===== src/rtl/ppu_oam_dma_if.sv =====
// Bus bundle between the CPU core / memory map and the $4014 sprite DMA engine.
// master = DMA engine (snoops CPU, drives DMA bus); slave = CPU side / bus mux.
interface ppu_oam_dma_if;
    logic [15:0] cpumc_a_in;
    logic [7:0]  cpumc_din;
    logic        cpumc_r_nw_in;
    logic        active_out;
    logic [15:0] cpumc_a_out;
    logic [7:0]  cpumc_d_out;
    logic        cpumc_r_nw_out;

    modport master (
        input  cpumc_a_in, cpumc_din, cpumc_r_nw_in,
        output active_out, cpumc_a_out, cpumc_d_out, cpumc_r_nw_out
    );

    modport slave (
        output cpumc_a_in, cpumc_din, cpumc_r_nw_in,
        input  active_out, cpumc_a_out, cpumc_d_out, cpumc_r_nw_out
    );
endinterface


===== src/rtl/ppu_oam_dma.sv =====
// $4014 sprite DMA: copies CPU page $P00-$PFF into OAM through $2004 writes.
// Define PPU_OAM_DMA_ALIGN_EN to insert one ALIGN cycle when a transfer starts on odd parity.
module ppu_oam_dma #(
    parameter logic [15:0] DMA_REG_ADDR  = 16'h4014,
    parameter logic [15:0] OAM_DATA_ADDR = 16'h2004
) (
    input logic           clk_in,
    input logic           rst_in,
    ppu_oam_dma_if.master bus
);

`ifdef PPU_OAM_DMA_ALIGN_EN
    typedef enum logic [2:0] {IDLE, START, ALIGN, READ, WRITE} state_t;
`else
    typedef enum logic [1:0] {IDLE, START, READ, WRITE} state_t;
`endif

    state_t      state_reg;
    logic [7:0]  page_reg;
    logic [7:0]  idx_reg;
    logic [7:0]  data_reg;
    logic        active_reg;
    logic [15:0] addr_reg;
    logic        r_nw_reg;

`ifdef PPU_OAM_DMA_ALIGN_EN
    logic parity_reg;

    always_ff @(posedge clk_in or posedge rst_in) begin
        if (rst_in) parity_reg <= 1'b0;
        else        parity_reg <= ~parity_reg;
    end
`endif

    // Every output is a flop; the next-cycle bus values are loaded on each transition.
    always_ff @(posedge clk_in or posedge rst_in) begin
        if (rst_in) begin
            state_reg  <= IDLE;
            page_reg   <= 8'h00;
            idx_reg    <= 8'h00;
            data_reg   <= 8'h00;
            active_reg <= 1'b0;
            addr_reg   <= 16'h0000;
            r_nw_reg   <= 1'b1;
        end else begin
            case (state_reg)
                IDLE: begin
                    // Trigger only evaluated here, so DMA's own writes can never retrigger.
                    if (!bus.cpumc_r_nw_in && bus.cpumc_a_in == DMA_REG_ADDR) begin
                        page_reg   <= bus.cpumc_din;
                        idx_reg    <= 8'h00;
                        state_reg  <= START;
                        active_reg <= 1'b1;
                        addr_reg   <= 16'h0000;
                        r_nw_reg   <= 1'b1;
                    end
                end
                START: begin
`ifdef PPU_OAM_DMA_ALIGN_EN
                    if (parity_reg) begin
                        state_reg <= ALIGN;
                    end else begin
                        state_reg <= READ;
                        addr_reg  <= {page_reg, idx_reg};
                    end
`else
                    state_reg <= READ;
                    addr_reg  <= {page_reg, idx_reg};
`endif
                end
`ifdef PPU_OAM_DMA_ALIGN_EN
                ALIGN: begin
                    state_reg <= READ;
                    addr_reg  <= {page_reg, idx_reg};
                end
`endif
                READ: begin
                    data_reg  <= bus.cpumc_din;
                    state_reg <= WRITE;
                    addr_reg  <= OAM_DATA_ADDR;
                    r_nw_reg  <= 1'b0;
                end
                WRITE: begin
                    r_nw_reg <= 1'b1;
                    if (idx_reg == 8'hFF) begin
                        state_reg  <= IDLE;
                        active_reg <= 1'b0;
                        addr_reg   <= 16'h0000;
                    end else begin
                        // idx wraps in 8 bits; page is never carried into.
                        idx_reg   <= idx_reg + 8'd1;
                        state_reg <= READ;
                        addr_reg  <= {page_reg, idx_reg + 8'd1};
                    end
                end
                default: state_reg <= IDLE;
            endcase
        end
    end

    assign bus.active_out     = active_reg;
    assign bus.cpumc_a_out    = addr_reg;
    assign bus.cpumc_d_out    = data_reg;
    assign bus.cpumc_r_nw_out = r_nw_reg;

endmodule


===== src/flat_wrapper.sv =====
// flat-port wrapper written by rule: the top's interface ports become plain ports
module ppu_oam_dma_flat 
#(
    parameter logic [15:0] DMA_REG_ADDR  = 16'h4014,
    parameter logic [15:0] OAM_DATA_ADDR = 16'h2004
)
  (clk_in, rst_in, bus_cpumc_a_in, bus_cpumc_din, bus_cpumc_r_nw_in, bus_active_out, bus_cpumc_a_out, bus_cpumc_d_out, bus_cpumc_r_nw_out);
  ppu_oam_dma_if bus_i ();
  input logic clk_in;
  input logic rst_in;
  input wire logic [$bits(bus_i.cpumc_a_in)-1:0] bus_cpumc_a_in;
  input wire logic [$bits(bus_i.cpumc_din)-1:0] bus_cpumc_din;
  input wire logic [$bits(bus_i.cpumc_r_nw_in)-1:0] bus_cpumc_r_nw_in;
  output wire logic [$bits(bus_i.active_out)-1:0] bus_active_out;
  output wire logic [$bits(bus_i.cpumc_a_out)-1:0] bus_cpumc_a_out;
  output wire logic [$bits(bus_i.cpumc_d_out)-1:0] bus_cpumc_d_out;
  output wire logic [$bits(bus_i.cpumc_r_nw_out)-1:0] bus_cpumc_r_nw_out;
  assign bus_i.cpumc_a_in = bus_cpumc_a_in;
  assign bus_i.cpumc_din = bus_cpumc_din;
  assign bus_i.cpumc_r_nw_in = bus_cpumc_r_nw_in;
  assign bus_active_out = bus_i.active_out;
  assign bus_cpumc_a_out = bus_i.cpumc_a_out;
  assign bus_cpumc_d_out = bus_i.cpumc_d_out;
  assign bus_cpumc_r_nw_out = bus_i.cpumc_r_nw_out;
  ppu_oam_dma #(.DMA_REG_ADDR(DMA_REG_ADDR), .OAM_DATA_ADDR(OAM_DATA_ADDR)) u_core (.clk_in(clk_in), .rst_in(rst_in), .bus(bus_i));
endmodule

===== config.mk =====
export PLATFORM = sky130hd
export DESIGN_NAME = ppu_oam_dma_flat
export DESIGN_NICKNAME = d
export VERILOG_FILES = /design/src/rtl/ppu_oam_dma_if.sv /design/src/rtl/ppu_oam_dma.sv /design/src/flat_wrapper.sv
export SDC_FILE = /design/constraint.sdc
export NUM_CORES = 1
export LEC_CHECK = 0
export BUFFER_PORTS_ARGS = -buffer_cell sky130_fd_sc_hd__buf_2
export CAP_MARGIN = 20
export CORE_UTILIZATION = 52
export CTS_CLUSTER_SIZE = 30
export DETAILED_ROUTE_END_ITERATION = 10
export GPL_TIMING_DRIVEN = 0
export HOLD_SLACK_MARGIN = 0.12
export PLACE_DENSITY_LB_ADDON = 0.1
export SLEW_MARGIN = 0
export SYNTH_ARGS = -nofsm -noshare
export SYNTH_HDL_FRONTEND = slang
export SYNTH_SLANG_ARGS = --single-unit

===== constraint.sdc =====
create_clock -name clk_in -period 2.35 [get_ports clk_in]
set_clock_uncertainty 0.2 [all_clocks]
set_input_delay 0.235 -clock clk_in [delete_from_list [all_inputs] [get_ports clk_in]]
set_output_delay 0.235 -clock clk_in [all_outputs]
set_load 0.1 [all_outputs]

==> Yosys cells after proc, flatten, opt, wreduce, memory -nomap -nowiden <==
Index checks and enable logic that the tools add are counted.
{ "word_totals": {"mem_bits_ro": 0, "ram_bits": 0, "regBits": 44, "latch_bits": 0, "n_memories": 0} }
{ "classes": {"n_reduce_logical": 9, "order_cmp": 0, "mux": 13, "n_shift": 0, "n_eq_ne": 8, "bitwise": 0, "div_mod_pow": 0, "n_mul": 0, "addsub": 1} }
{ "op_table": {"columns": ["cell", "n"], "rows": [
  ["case mux 16 bit (4 select lines)", 1],
  ["two-way mux 16 bit", 2],
  ["== test 16 x 15 -> 1 bit, second input constant", 1],
  ["two-way mux 8 bit", 2],
  ["case mux 8 bit (2 select lines)", 1],
  ["adder 8 x 1 -> 8 bit, second input constant", 1],
  ["== test 8 bit, second input constant", 1],
  ["case mux 2 bit (4 select lines)", 1],
  ["AND reduction 3 bit", 2],
  ["== test 2 bit, second input constant", 2],
  ["two-way mux 2 bit", 2],
  ["inequality test 2 x 1 -> 1 bit, second input constant", 2],
  ["AND reduction 2 bit", 2],
  ["case mux 1 bit (3 select lines)", 1],
  ["nonzero test 3 bit", 1],
  ["== test 2 x 1 -> 1 bit, second input constant", 1],
  ["logical NOT 2 bit", 1],
  ["two-way mux 1 bit", 2],
  ["inequality test 2 bit, second input constant", 1],
  ["case mux 1 bit (2 select lines)", 1],
  ["nonzero test 2 bit", 1],
  ["logical AND 1 bit", 1],
  ["logical NOT 1 bit", 1]
]} }

==> Logic depth before layout (Yosys ltp) <==
{ "depth": {"depth_word": 4, "ltp_mapped": 6} }

==> Worst setup path after synthesis <==
OpenSTA, ideal clock, no wires.
{ "synth_path": {"path_kind": "flip-flop to flip-flop", "startpoint": "register u_core.idx_reg[0]", "endpoint": "register u_core.addr_reg[13], in the netlist u_core.bus.cpumc_a_out[13]", "path_stages_with_launch": 6, "slack_ps": 579, "setup_time_ps": 126, "arrival_ps": 1445, "path_buffers": 0, "required_time_ps": 2024, "cell_sequence": "dfrtp_1 > ha_1 > nand3_1 > nor2_1 > a21boi_2 > a221o_1"} }
{ "synth_between": {"elab_chain_len": 3} }
{ "synth_lines": {"columns": ["element", "line", "source"], "rows": [
  ["from (decl)", "ppu_oam_dma.sv:20", "logic [7:0] idx_reg;"],
  ["from (signal assigned)", "ppu_oam_dma.sv:91", "idx_reg <= idx_reg + 8'd1;"],
  ["== test 8 bit", "ppu_oam_dma.sv:85", "if (idx_reg == 8'hFF) begin"],
  ["two-way mux 16 bit", "ppu_oam_dma.sv:85", null],
  ["case mux 16 bit (4 select lines)", "ppu_oam_dma.sv:46", "case (state_reg)"],
  ["to (signal assigned)", "ppu_oam_dma.sv:68", "addr_reg <= {page_reg, idx_reg};"],
  ["to (signal assigned)", "ppu_oam_dma.sv:93", "addr_reg <= {page_reg, idx_reg + 8'd1};"],
  ["to (decl)", "ppu_oam_dma.sv:23", "logic [15:0] addr_reg;"]
]} }
No other way between the ends.
A chain may end at the register's enable or synchronous reset.

==> Worst setup path after layout <==
Ends and elaborated chain as after synthesis.

==> metrics.txt <==
Final Wtd Congestion=0.8443; Post-DRT Antenna Nets=0; CP Cell Sequence=ha_1, nand3_1, nor2_1, a21boi_2, a221o_1; worst slew pin tran=0.4939 ns; area of placed instances=between 0.002 and 0.0025 sq mm; non-filler cells, final=between 300 and 400; area leader, netlist=dfrtp_1; total power=3.554 mW; Top Ports=53; synth warn=0; max cap viols=0; WP data arrival=2.11 ns; # diodes=0; Mean Syn Cell Area=11.24 sq um; core area=~0.0037 sq mm; outcome=finished clean; H-tree lvl count=2; RSZ-0062 raised after global routing=false; flops & latches, synth=44; register area share after synthesis=0.5301; layout cells sized above 1=0.3412; critical path's slowest cell=dfrtp_1; synth top area cells=dfrtp_1, mux2_2, mux2_1, a22o_1, o21ai_0; Leakage=~1.3 nW; clock share of power=0.131; Hold WS=0.1553 ns; CTS buffer count=5; period utilisation layout=0.9063; reg-to-reg slack, setup=0.22 ns; initial antenna violation count=0; Residual DRC=0; Reg power frac=0.317; Root Buffer=clkbuf_8; Clock Sinks=44; reg2reg path depth=5; placed cell count=286; largest net degree at the start of global routing=42; CP Max Fanout=9; first-pass GRT wire length=7921 microns; crit path capture type=register; Reg-to-Reg Start=u_core.idx_reg[0]$_DFFE_PP0P_; top-area cell type share of the netlist area=0.5174; Worst Hold Class=in -> async; Max Clock Freq=469.5 MHz; pwr dens=1368 mW/mm^2; switching share of power=0.5402; WS Path Type=reg -> reg; NumNets Final=282; Async S/R FF share, synth=1.000; Mapped Nets=213; die width=65.24 microns; Worst-path clk slew=approximately 0.080 ns; Comb pwr share=0.553; post-DR vias/cell=~5.6; wire length per cell after detailed routing=14.89 microns; Die ar.=around 0.0043 sq mm; DP HPWL=3134 microns; synth-to-layout area growth=24.97%; count leader, synth=dfrtp_1; Max VDD drop=~1.1 mV; CTS Buffer Depth=2; vias in the first global route=1,726; Max-Slew Margin vs Limit=0.6730; design area=0.002599 sq mm; CTS tree=yes; drt pass-1 iters=4; Fin. Hold Viols=0; Post-CTS Resized=0; I/O Buffers=52; RR Endpoint=u_core.bus.cpumc_a_out[13]$_DFFE_PP0P_; Rows=22; final WL=roughly 4500 microns; Synth top cells by count=dfrtp_1, nand2_1, o21ai_0, a22o_1, mux2_2; Post-synth EDFFs=0; Initial Utilization=0.5555; Post-Syn Area=0.002079 sq mm; setup bufs post-CTS=0; Final setup viols=0; sw power=1.920 mW; Die Span Y=65.24 microns; max-slew violation count=0; Internal Pwr Total=around 1.6 mW; DRT iter0 DRCs=122; Post-Syn Instances=185; Setup TNS=0 ns; largest stage delay on the critical path=0.43 ns; Total Routing Usage GR=0.2419; WP data required=2.33 ns; synth unique cells=46; minimum clock period=2.130 ns; clock insertion delay at the later pin of the skew report=a little under 0.3 ns; total number of vias=1,691; global route total overflow=0; Largest register FFs=16; Main synth FF type=dfrtp_1; Startpoint Class=register
-- cell type report --
class                   count  area [sq um]
plain buffers              11         55.05
clock buffers               6         72.57
clock inverters             2         16.27
inverters                   4         15.01
flip-flops and latches     44          1102
fillers                   290          1145
repair buffers             62         370.4
well taps                  48         60.06
multi-input cells         126         907.1
-- critical path, delay by kind of cell, from the launching register on --
kind / cells / cell delay [ns]
AOI/OAI and AO/OA: 2 / 0.57
adders and majority gates: 1 / 0.30
DFF: 1 / 0.43
and+or+nand+nor: 2 / 0.52
-- worst max-delay path by stage --
stage / startpoint / endpoint / slack [ns]
after floorplan: u_core.idx_reg[0]$_DFFE_PP0P_ / u_core.bus.cpumc_a_out[13]$_DFFE_PP0P_ / 0.58
after global placement: u_core.idx_reg[0]$_DFFE_PP0P_ / u_core.bus.cpumc_a_out[13]$_DFFE_PP0P_ / 0.24
after detailed placement: u_core.idx_reg[0]$_DFFE_PP0P_ / u_core.bus.cpumc_a_out[13]$_DFFE_PP0P_ / 0.22
after CTS: u_core.idx_reg[0]$_DFFE_PP0P_ / u_core.bus.cpumc_a_out[13]$_DFFE_PP0P_ / 0.23
after global routing: u_core.idx_reg[0]$_DFFE_PP0P_ / u_core.bus.cpumc_a_out[13]$_DFFE_PP0P_ / 0.03
final: u_core.idx_reg[0]$_DFFE_PP0P_ / u_core.bus.cpumc_a_out[13]$_DFFE_PP0P_ / 0.22
-- cells by family (layout without fill, tap and decap cells) --
logic type	Yosys count	count (layout)	synth area share
buffers and inverters	15	85	0.03370
AO/OA/AOI/OAI	48	48	0.1709
XOR/XNOR	1	1	0.004213
multiplexers	18	18	0.09687
AND/OR/NAND/NOR	58	58	0.1582
adder cells (fa/ha/maj)	1	1	0.006016
flip-flops	44	44	0.5301
-- through the flow --
| stage | utilization | worst slack, ns |
|---|---|---|
| 2_1_floorplan | - | 0.5790 |
| 3_3_place_gp | 0.6410 | 0.2364 |
| 3_5_place_dp | 0.6464 | 0.2231 |
| 4_1_cts | 0.6942 | 0.2250 |
| 5_1_grt | 0.6942 | 0.03294 |
| 6_report | 0.6942 | 0.2203 |
-- placed cells by master (no fill, tap or decap), drive strengths merged, types with 2 or more instances in the layout --
cell and count:
a211o 2, a21o 3, a21oi 2, a221o 2, a22o 10, a31oi 5
and2 3, and3 2, buf 62, clkbuf 8, dfrtp 43, dlygate4sd3 9
inv 4, mux2 17, nand2 15, nand2b 3, nand3 5, nor2 8
nor2b 4, nor3 4, nor4 4, nor4b 3, o21ai 14, o2bb2ai 2
or2 2, or3 2
-- power by group through the flow --
stage                     registers, mW  logic (mW)  clock network, mW
after global placement             1.13        1.93                  0
final                              1.13        1.96              0.464
after CTS                          1.12        1.97              0.472
after detailed placement           1.14        1.96                  0
after floorplan                    2.14       0.599                  0
after global routing               1.16        2.08              0.506
-- repair_timing --
item	in CTS	in global routing
hold buffers	9	0
endpoints found under the hold margin	60	0
setup endpoints to repair	0	0
-- routing by layer --
layer	share of wire	GRT usage	vias to the layer above
li1	-	-	828
met1	0.47	0.3375	797
met2	0.47	0.3827	60
met3	0.046	0.04340	6
met4	0.016	0.07609	0
met5	0	0	-
No activity file was read; power rests on OpenSTA's default activity.
